[src/rtl/dmem_arbiter.sv]
// Round-robin arbiter sharing one byte-addressed data memory between the
// core LSU (port 0) and the DMA/debug loader (port 1). One access in flight:
// IDLE accepts a request, ACCESS drives the memory, RESP returns the result.
// Alignment and range are checked at accept time so a bad store never
// reaches MemRW.
module dmem_arbiter #(
  parameter int AWIDTH    = 32,
  parameter int DWIDTH    = 32,
  parameter int MEM_BYTES = 512
) (
  input  logic              clk,
  input  logic              rst_n,
  input  logic [1:0]        req_valid,
  input  logic [1:0]        req_we,
  input  logic [2:0]        req_size0,
  input  logic [2:0]        req_size1,
  input  logic [AWIDTH-1:0] req_addr0,
  input  logic [AWIDTH-1:0] req_addr1,
  input  logic [DWIDTH-1:0] req_wdata0,
  input  logic [DWIDTH-1:0] req_wdata1,
  output logic [1:0]        req_ready,
  output logic [1:0]        rsp_valid,
  output logic              rsp_err,
  output logic [DWIDTH-1:0] rsp_rdata,
  output logic [2:0]        mem_size,
  output logic              mem_memrw,
  output logic [AWIDTH-1:0] mem_addr,
  output logic [DWIDTH-1:0] mem_dataw,
  input  logic [DWIDTH-1:0] mem_datar
);

  typedef enum logic [1:0] {IDLE, ACCESS, RESP} state_t;

  localparam logic [AWIDTH:0] MEM_LIM = (AWIDTH+1)'(MEM_BYTES);

  state_t            state_q, state_d;
  logic              last_q, last_d;
  logic              g_q, g_d;
  logic              we_q, we_d;
  logic [2:0]        size_q, size_d;
  logic [AWIDTH-1:0] addr_q, addr_d;
  logic [DWIDTH-1:0] wdata_q, wdata_d;
  logic              err_q, err_d;
  logic [DWIDTH-1:0] rdata_q, rdata_d;

  logic              any_vld;
  logic              gnt;
  logic              sel_we;
  logic [2:0]        sel_size;
  logic [AWIDTH-1:0] sel_addr;
  logic [DWIDTH-1:0] sel_wdata;
  logic [AWIDTH:0]   span;
  logic [AWIDTH:0]   last_byte;
  logic              sel_err;

  assign any_vld   = |req_valid;
  // Contention goes to the port that did not win last time; otherwise the lone requester.
  assign gnt       = (req_valid == 2'b11) ? ~last_q : req_valid[1];
  assign sel_we    = req_we[gnt];
  assign sel_size  = gnt ? req_size1  : req_size0;
  assign sel_addr  = gnt ? req_addr1  : req_addr0;
  assign sel_wdata = gnt ? req_wdata1 : req_wdata0;

  // Alignment and range check of the request being offered this cycle.
  always_comb begin
    span = '0;
    case (sel_size[1:0])
      2'b00:   span = (AWIDTH+1)'(0);
      2'b01:   span = (AWIDTH+1)'(1);
      default: span = (AWIDTH+1)'(3);
    endcase
    // One extra bit keeps addresses near the top of the space from wrapping.
    last_byte = {1'b0, sel_addr} + span;
    sel_err   = (sel_size[1:0] == 2'b11)
              | ((sel_size[1:0] == 2'b01) & sel_addr[0])
              | ((sel_size[1:0] == 2'b10) & (|sel_addr[1:0]))
              | (last_byte >= MEM_LIM);
  end

  // Next-state, latching and output decode.
  always_comb begin
    state_d   = state_q;
    last_d    = last_q;
    g_d       = g_q;
    we_d      = we_q;
    size_d    = size_q;
    addr_d    = addr_q;
    wdata_d   = wdata_q;
    err_d     = err_q;
    rdata_d   = rdata_q;
    req_ready = 2'b00;
    rsp_valid = 2'b00;
    rsp_err   = 1'b0;
    mem_size  = '0;
    mem_memrw = 1'b0;
    mem_addr  = '0;
    mem_dataw = '0;
    case (state_q)
      IDLE: begin
        if (any_vld) begin
          req_ready = gnt ? 2'b10 : 2'b01;
          g_d       = gnt;
          last_d    = gnt;
          we_d      = sel_we;
          size_d    = sel_size;
          addr_d    = sel_addr;
          wdata_d   = sel_wdata;
          err_d     = sel_err;
          state_d   = ACCESS;
        end
      end
      ACCESS: begin
        mem_size  = size_q;
        mem_addr  = addr_q;
        mem_dataw = wdata_q;
        mem_memrw = we_q & ~err_q;
        // Reads refresh the data (zero on error); writes leave it alone.
        if (!we_q) rdata_d = err_q ? '0 : mem_datar;
        state_d   = RESP;
      end
      RESP: begin
        rsp_valid = g_q ? 2'b10 : 2'b01;
        rsp_err   = err_q;
        state_d   = IDLE;
      end
      default: state_d = IDLE;
    endcase
  end

  assign rsp_rdata = rdata_q;

  // State and latched-request registers; reset drops any access in flight.
  always_ff @(posedge clk or negedge rst_n) begin
    if (!rst_n) begin
      state_q <= IDLE;
      last_q  <= 1'b1;
      g_q     <= 1'b0;
      we_q    <= 1'b0;
      size_q  <= '0;
      addr_q  <= '0;
      wdata_q <= '0;
      err_q   <= 1'b0;
      rdata_q <= '0;
    end else begin
      state_q <= state_d;
      last_q  <= last_d;
      g_q     <= g_d;
      we_q    <= we_d;
      size_q  <= size_d;
      addr_q  <= addr_d;
      wdata_q <= wdata_d;
      err_q   <= err_d;
      rdata_q <= rdata_d;
    end
  end

endmodule

[config.mk]
export PLATFORM = sky130hd
export DESIGN_NAME = dmem_arbiter
export DESIGN_NICKNAME = d
export VERILOG_FILES = /design/src/rtl/dmem_arbiter.sv
export SDC_FILE = /design/constraint.sdc
export NUM_CORES = 1
export LEC_CHECK = 0
export ABC_AREA = 1
export CAP_MARGIN = 20
export CELL_PAD_IN_SITES_DETAIL_PLACEMENT = 0
export CELL_PAD_IN_SITES_GLOBAL_PLACEMENT = 1
export CORE_ASPECT_RATIO = 1.1
export CORE_MARGIN = 2
export CORE_UTILIZATION = 30
export DETAILED_ROUTE_END_ITERATION = 10
export DONT_BUFFER_PORTS = 1
export HOLD_SLACK_MARGIN = 0.02
export PLACE_DENSITY = 0.62
export SLEW_MARGIN = 0
export SYNTH_ARGS = -nofsm -noshare
export SYNTH_HDL_FRONTEND = slang
export SYNTH_SLANG_ARGS = --single-unit
[constraint.sdc]
create_clock -name clk -period 6.1 [get_ports clk]
set_clock_uncertainty 0.15 [all_clocks]
set_input_delay 1.22 -clock clk [delete_from_list [all_inputs] [get_ports clk]]
set_output_delay 1.22 -clock clk [all_outputs]
set_load 0.005 [all_outputs]
==> After elaboration in Yosys (flattened, before gate mapping) <==
Index checks and enable logic that the tools add are counted.
Widths: inputs -> output; s select.
{ "word_totals": {"regBits": 105, "inputBits": 172, "output_inout_bits": 105, "word_cells": 54} }
{ "classes": {"add_sub_neg": 1, "n_lt_le_gt_ge": 2, "eq_ne": 7, "mux": 20, "bitwise_logic": 9, "n_reduce_logical": 6} }
{ "ops": {"columns": ["operator", "n"], "rows": [
  ["$mux 32", 5],
  ["$add 32x33->33", 1],
  ["$ge 33x10->1 const B", 1],
  ["$mux 2", 6],
  ["$eq 2x2->1 const B", 4],
  ["$pmux 2 s2", 2],
  ["$mux 3", 2],
  ["$mux 1", 5],
  ["$eq 2x1->1 const B", 2],
  ["$logic_not 2->1", 2],
  ["$reduce_and 2->1", 2],
  ["$reduce_or 2->1", 2],
  ["$and 1x1->1", 3],
  ["$not 1->1", 3],
  ["$or 1x1->1", 3],
  ["$lt 1x2->1 const B", 1],
  ["$ne 2x2->1 const B", 1]
]} }

==> Depth between registers and ports, before layout <==
Gate-level depths: netlist of the first run.
{ "depth": {"ltp_word": 8, "depth_mapped": 24, "mapped_depth_nobuf": 22} }

==> Worst setup path before layout of the first run <==
OpenSTA, ideal clock, no wires.
{ "synth_timing": {"path_kind": "input -> output", "from": "input port req_valid[1]", "to": "output port req_ready[1]", "arrival_ns": 2.213, "required_time_ns": 4.730, "path_slack_ns": 2.517, "path_stages": 6, "n_path_buf": 2, "path_cell_list": "buf_2 nor2_1 nor3_2 inv_2 nor2_1 buf_2"} }
{ "synth_via": {"elab_chain_len": 5} }
{ "synth_lines": {"columns": ["item", "line", "rtl"], "rows": [
  ["from (decl)", "13", "input logic [1:0] req_valid,"],
  ["$eq 2x2->1", "58", "assign gnt = (req_valid == 2'b11) ? ~last_q : req_valid[1];"],
  ["$mux 1", "58", null],
  ["$mux 2", "101", "req_ready = gnt ? 2'b10 : 2'b01;"],
  ["$mux 2 *", "100", "if (any_vld) begin"],
  ["$mux 2 *", "98", "case (state_q)"],
  ["to (decl)", "21", "output logic [1:0] req_ready,"]
]} }
Every way passes the cells marked *; elsewhere a longest branch is shown, timed or not.

==> Worst setup path in the final report of the first run <==
{ "layout_timing": {"from": "input port req_valid[0]", "to": "output port req_ready[0]"} }
Same word-level chain as after synthesis.

==> flow_summary.toml, run 1 <==
[power_and_ir_drop]
clkPwrFrac_pct = 22.7
switching_power_w = 0.001185
p_comb_share_pct = 39.5
swShare_pct = 43.51
power_density_nw_per_um2 = 387.5
vdd_drop_max_uv = 212.6
pwr-share-seq_pct = 37.8
power_w = 0.002724
p_int_w = 0.001539
p_leak_nw = 3.534

[critical_path]
cp.required_ns = 4.73
startpoint_type = "primary input"
slowest_stage = "nand2_4"
critical-path-max-stage-delay_ns = 0.67
critPathMaxFanout = 59
path_class = "primary input to output port"
crit_path_end = "req_ready[0]"
timing.rr.end = "err_q$_DFFE_PN0P_"
path_cells = "nand2_2 -> nand2_4 -> inv_2 -> nor2_2 -> buf_4"
cp-startpoint = "req_valid[0]"
ff2ff_setup_slack_ns = 2.48
r2r_start = "last_q$_DFFE_PN1P_"
crit_path_end_kind = "output port"
reg2regPathDepth = 21
arrival_ns = 3.05

[floorplanning]
die-area_um2 = 23020
die_h_um = 158.9
core_um2 = 21370
dieWidth_um = 144.8
rows = 56
initial_core_util_pct = 30.63
io_pins = 277

[clocking]
cts_tree = "done"
cts_sinks = 105
cts-root-buf = "clkbuf_16"
htreeDepth = 3
worst_skew_pair.late_latency_ns = 0.36
postCtsSetupRepairBufs = 0
clock_path_buffers = 2
clk_pin_slew_worst_paths_ns = 0.07
ctsResizeCount = 0
cts_made_buffers = 9
ctsHoldBuffers = 0

[job]
drv_cap = 0

[sta]
rsz0062_at_grt = "false"
max_freq_mhz = 226.2
post-route-min-period_ns = 4.421
final-setup-viol-count = 0
tns_ns = 0
period_share_pct = 72.48
worst_slew_pin_slew_ns = 1.033
hold_slack_ns = 0.3424
final_hold_viol_count = 0
drv_slew = 0
slew_headroom_pct = 31.04

[global_route]
use_met2_pct = 32.78
grt_pass1_wl_um = 32730
grt.overflow.total = 0
met1_usage_pct = 22.23
grt_pass1_vias = 5686
grtUsageMet3_pct = 5.036
grt_max_degree = 106
grt_usage_pct = 18.52
antenna_found_initial = 1
grt_busiest_layer = "met2"

[synth]
avgSynthCellArea_um2 = 6.578
seq_area_frac_synth_pct = 40.16
synth_top_area_cell = "dfrtp_1"
synth_cell_types = 33
synth_area_leaders = "dfrtp_1 40%, nand2_1 18%, nor2_1 7.8%"
synth_top_area_share_pct = 39.76
ys_ff_latch = 105
synth.net_count = 1169
netlist_area_um2 = 6545
synth_warnings = 0
syn_inst = 995

[layout]
layout_commonest_cell = "nand2_1"
fill_cells = 2370
postLayoutCoreUtil_pct = 32.89
fin_nets = 1136
drive_above_1_share_pct = 6.101
layout_common_cells = "317 x nand2_1, 133 x nor2_1, 128 x inv_1, 104 x dfrtp_1, 84 x nand3_1"
area_delta_synth_final_pct = 7.398

[routing]
drt-initial-drc-count = 351
drt-total-wl_um = 22300
vias_per_cell = 4.807
drtAntennaViolNets = 0
wl_per_cell_um = 17.72
vias = 6047
drt_pass1_iterations = 4
drc_errors = 0

[outcome]
outcome = "completed"

[placement]
dp_hpwl_um = 16640
io_buffers = 0
gp_congestion = 0.8643

[min_path]
worst_hold_path_type = "flip-flop to flip-flop"
per-stage QoR:
step | area [um^2] | cells | setup slack [ns]
finish | 7029 | 1258 | 1.679
detailed placement | 6716 | 1241 | 1.669
global placement | 6716 | 1241 | 1.680
global route | 7029 | 1258 | 1.476
floorplan | 6545 | 995 | 2.517
CTS | 7027 | 1257 | 1.669
per-layer routing:
layer  wire, um  vias to the layer above  part of all wire, %
met5          0                        -                    0
met4        279                        0                  1.3
met3       1878                       14                  8.4
met2      11040                      204                   50
met1       9097                     2802                   41
li1           -                     3027                    -
synthesized netlist by cell type:
master	instances
nor2_2	13
inv_2	8
ha_1	2
o21ai_1	10
buf_2	9
nand2_1	317
nand2_4	1
dfrtp_1	104
a21oi_1	1
nand3b_1	6
and2_1	1
nand2_2	6
nor3_2	1
nor2_1	136
buf_4	3
nor3_1	3
or2_1	1
a22oi_1	1
nand4_1	7
mux2i_1	1
inv_1	129
xor2_1	4
nor2_4	2
o211ai_1	31
nand3_2	1
o22ai_1	3
dfstp_2	1
nand3_1	84
clkbuf_1	31
a21oi_2	1
buf_1	1
buf_6	5
o21ai_0	71
kinds of logic (layout without fill, tap and decap cells):
group                      after synthesis  count (layout)  share of synthesized area [%]
other                                    0               1                              0
AOI/OAI and AO/OA                      118             118                          10.36
muxes                                    1               1                         0.1529
buffers and inverters                  186             158                          11.58
DFF                                    105             105                          40.16
adders and majority gates                2               2                         0.3823
and+or+nand+nor                        579             579                          36.82
xor gates and xnor gates                 4               4                         0.5352
sequential cells by signal, indices dropped and copies added, names as in the netlist:
signal and count:
we_q 1, last_q 1, size_q 3, state_q 2
wdata_q 32, addr_q 32, rsp_rdata 32, g_q 1
err_q 1
layout make-up:
cell class,count,area (um^2),area share (%)
clock inverter,7,85.08,1.210
antenna,1,2.502,0.03560
multi-input combinational,704,3172,45.12
timing repair buffer,5,37.54,0.5340
clock buffer,9,225.2,3.204
inverter,137,515.5,7.334
sequential,105,2629,37.40
tap,290,362.8,5.162
worst min-delay path by stage:
| stage | from | slack (ns) | cells past startpoint | to |
|---|---|---|---|---|
| final | addr_q[17]$_DFFE_PN0P_ | 0.34 | 2 | addr_q[17]$_DFFE_PN0P_ |
| after detailed placement | addr_q[17]$_DFFE_PN0P_ | 0.33 | 2 | addr_q[17]$_DFFE_PN0P_ |
| after CTS | addr_q[17]$_DFFE_PN0P_ | 0.35 | 2 | addr_q[17]$_DFFE_PN0P_ |
| after floorplan | addr_q[0]$_DFFE_PN0P_ | 0.30 | 2 | addr_q[0]$_DFFE_PN0P_ |
| after global placement | last_q$_DFFE_PN1P_ | 0.32 | 2 | last_q$_DFFE_PN1P_ |
| after global routing | addr_q[18]$_DFFE_PN0P_ | 0.37 | 2 | addr_q[18]$_DFFE_PN0P_ |
worst max-delay path, delay by kind of cell:
family / cells / cell delay (ns)
AND/OR/NAND/NOR: 3 / 1.16
buffers and inverters: 2 / 0.60
power by group through the flow:
stage / Clock [W] / Combinational, W / Sequential (W)
2_1_floorplan: 0 / 0.000847 / 0.00100
3_3_place_gp: 0 / 0.00110 / 0.00104
3_5_place_dp: 0 / 0.00110 / 0.00104
4_1_cts: 0.000641 / 0.00110 / 0.00103
5_1_grt: 0.000663 / 0.00124 / 0.00106
6_report: 0.000619 / 0.00108 / 0.00103
Power figures use the tool's default switching activity.
==> run 2: changes to the inputs <==
--- a/config.mk
+++ b/config.mk
@@ -15,7 +15,7 @@
 export DETAILED_ROUTE_END_ITERATION = 10
 export DONT_BUFFER_PORTS = 1
 export HOLD_SLACK_MARGIN = 0.02
-export PLACE_DENSITY = 0.62
+export PLACE_DENSITY = 0.64
 export SLEW_MARGIN = 0
 export SYNTH_ARGS = -nofsm -noshare
 export SYNTH_HDL_FRONTEND = slang
==> constraint.sdc (replaced) <==
create_clock -name clk -period 4 [get_ports clk]
set_clock_uncertainty 0.15 [all_clocks]
set_input_delay 0.8 -clock clk [delete_from_list [all_inputs] [get_ports clk]]
set_output_delay 0.8 -clock clk [all_outputs]
set_load 0.005 [all_outputs]
==> flow_summary.toml, run 2 (synthesis gave the netlist of run 1 again) <==
[outcome]
outcome = "completed"

[layout]
drive_above_1_share_pct = 6.776
stdcell_count = 1265
layout_common_cells = "317 x nand2_1, 133 x nor2_1, 128 x inv_1, 104 x dfrtp_1, 84 x nand3_1"
layout_commonest_cell = "nand2_1"
area_delta_synth_final_pct = 8.316
postLayoutCoreUtil_pct = 33.17
fin_nets = 1143

[placement]
io_buffers = 0
dp_cells = 1247
dp_worst_setup_slack_ns = 0.7796
dp_hpwl_um = 16850
gp_congestion = 0.9012

[sta]
post-route-min-period_ns = 2.994
rsz0062_at_grt = "false"
final_hold_viol_count = 0
final-setup-viol-count = 0
slew_headroom_pct = 44.03
drv_slew = 0
fin_ws_ns = 1.006
tns_ns = 0
worst_slew_pin_slew_ns = 0.8396
max_freq_mhz = 334.0
period_share_pct = 74.86

[global_route]
grt_busiest_layer = "met2"
grt_pass1_wl_um = 33480
antenna_found_initial = 2
grt_max_degree = 105
met1_usage_pct = 23.25
grtUsageMet3_pct = 4.041
grt_pass1_vias = 5870
grt_usage_pct = 18.89
use_met2_pct = 33.13
grt.overflow.total = 0

[clocking]
ctsResizeCount = 0
cts_tree = "done"
cts_sinks = 105
cts_made_buffers = 9
worst_skew_pair.late_latency_ns = 0.35
clk_pin_slew_worst_paths_ns = 0.08
htreeDepth = 3
clock_path_buffers = 2
cts-root-buf = "clkbuf_16"

[critical_path]
path_class = "flip-flop to output port"
r2r_start = "last_q$_DFFE_PN1P_"
critPathMaxFanout = 47
startpoint_type = "flip-flop"
timing.rr.end = "err_q$_DFFE_PN0P_"
ff2ff_setup_slack_ns = 1.03
arrival_ns = 2.04
cp.required_ns = 3.05
crit_path_end_kind = "output port"
reg2regPathDepth = 21
cp-startpoint = "state_q[0]$_DFFE_PN0P_"

[min_path]
worst_hold_path_type = "primary input to async pin"

[floorplanning]
rows = 56
die_h_um = 158.9
core_um2 = 21370
dieWidth_um = 144.8
io_pins = 277
initial_core_util_pct = 30.63
die-area_um2 = 23020

[routing]
drc_errors = 0
drt-initial-drc-count = 320
vias = 6108
wl_per_cell_um = 17.67
drt_pass1_iterations = 5
drtAntennaViolNets = 0
drt-total-wl_um = 22350
vias_per_cell = 4.828

[power_and_ir_drop]
power_density_nw_per_um2 = 585.7
vdd_drop_max_uv = 343.3
p_leak_nw = 3.573
power_w = 0.004152

[job]
drv_cap = 0
[run 2: changes by cell type in the layout (fill, tap and decap cells not counted), sizes merged]
cell      delta
inv          -1
clkinv       +2
buf          +7
clkbuf       +1
clkinvlp     -1
bufinv       -1
[run 2: layout make-up]
cell class                      count  area, um^2
Fill cell                        2424       14280
Multi-Input combinational cell    704        3172
Sequential cell                   105        2629
Inverter                          137       515.5
Tap cell                          290       362.8
Clock buffer                       10       239.0
Timing Repair Buffer               12       110.1
Clock inverter                      6       58.81
Antenna cell                        1       2.502
[run 2: layer usage]
metal	vias to the layer above	part of all wire (%)
li1	3047	-
met1	2819	42
met2	221	49
met3	19	7.4
met4	2	1.6
met5	-	0.058
[run 2: worst max-delay path, cell delays in order, from the launching register on]
cell	delay, ns
dfrtp_1	0.40
inv_1	0.07
nor2_1	0.16
clkinv_2	0.35
buf_4	0.42
nor2_1	0.30
[run 2: per-stage QoR]
stage	instance area, um^2	hold slack (ns)
floorplan	6545	0.3030
global placement	6761	0.3183
detailed placement	6761	0.3247
CTS	7087	0.1147
global route	7089	0.1087
finish	7089	0.1355
[run 2: worst max-delay path by stage]
stage / slack, ns / depth (start not counted) / to
after CTS: 0.91 / 5 / mem_addr[30]
after floorplan: 1.08 / 23 / err_q$_DFFE_PN0P_
after detailed placement: 0.78 / 19 / err_q$_DFFE_PN0P_
final: 1.01 / 5 / mem_addr[30]
after global placement: 0.77 / 18 / err_q$_DFFE_PN0P_
after global routing: 0.66 / 21 / err_q$_DFFE_PN0P_
[run 2: timing repair]
item / in CTS / in global routing
hold endpoints to repair: 104 / 0
buffers inserted: 0 / 0
hold buffers: 1 / 0
setup endpoints to repair: 0 / 0
[run 2: power breakdown]
group | internal, W | switching, W
registers | 0.00142 | 0.000111
clock network | 0.000456 | 0.000446
logic | 0.000451 | 0.00127
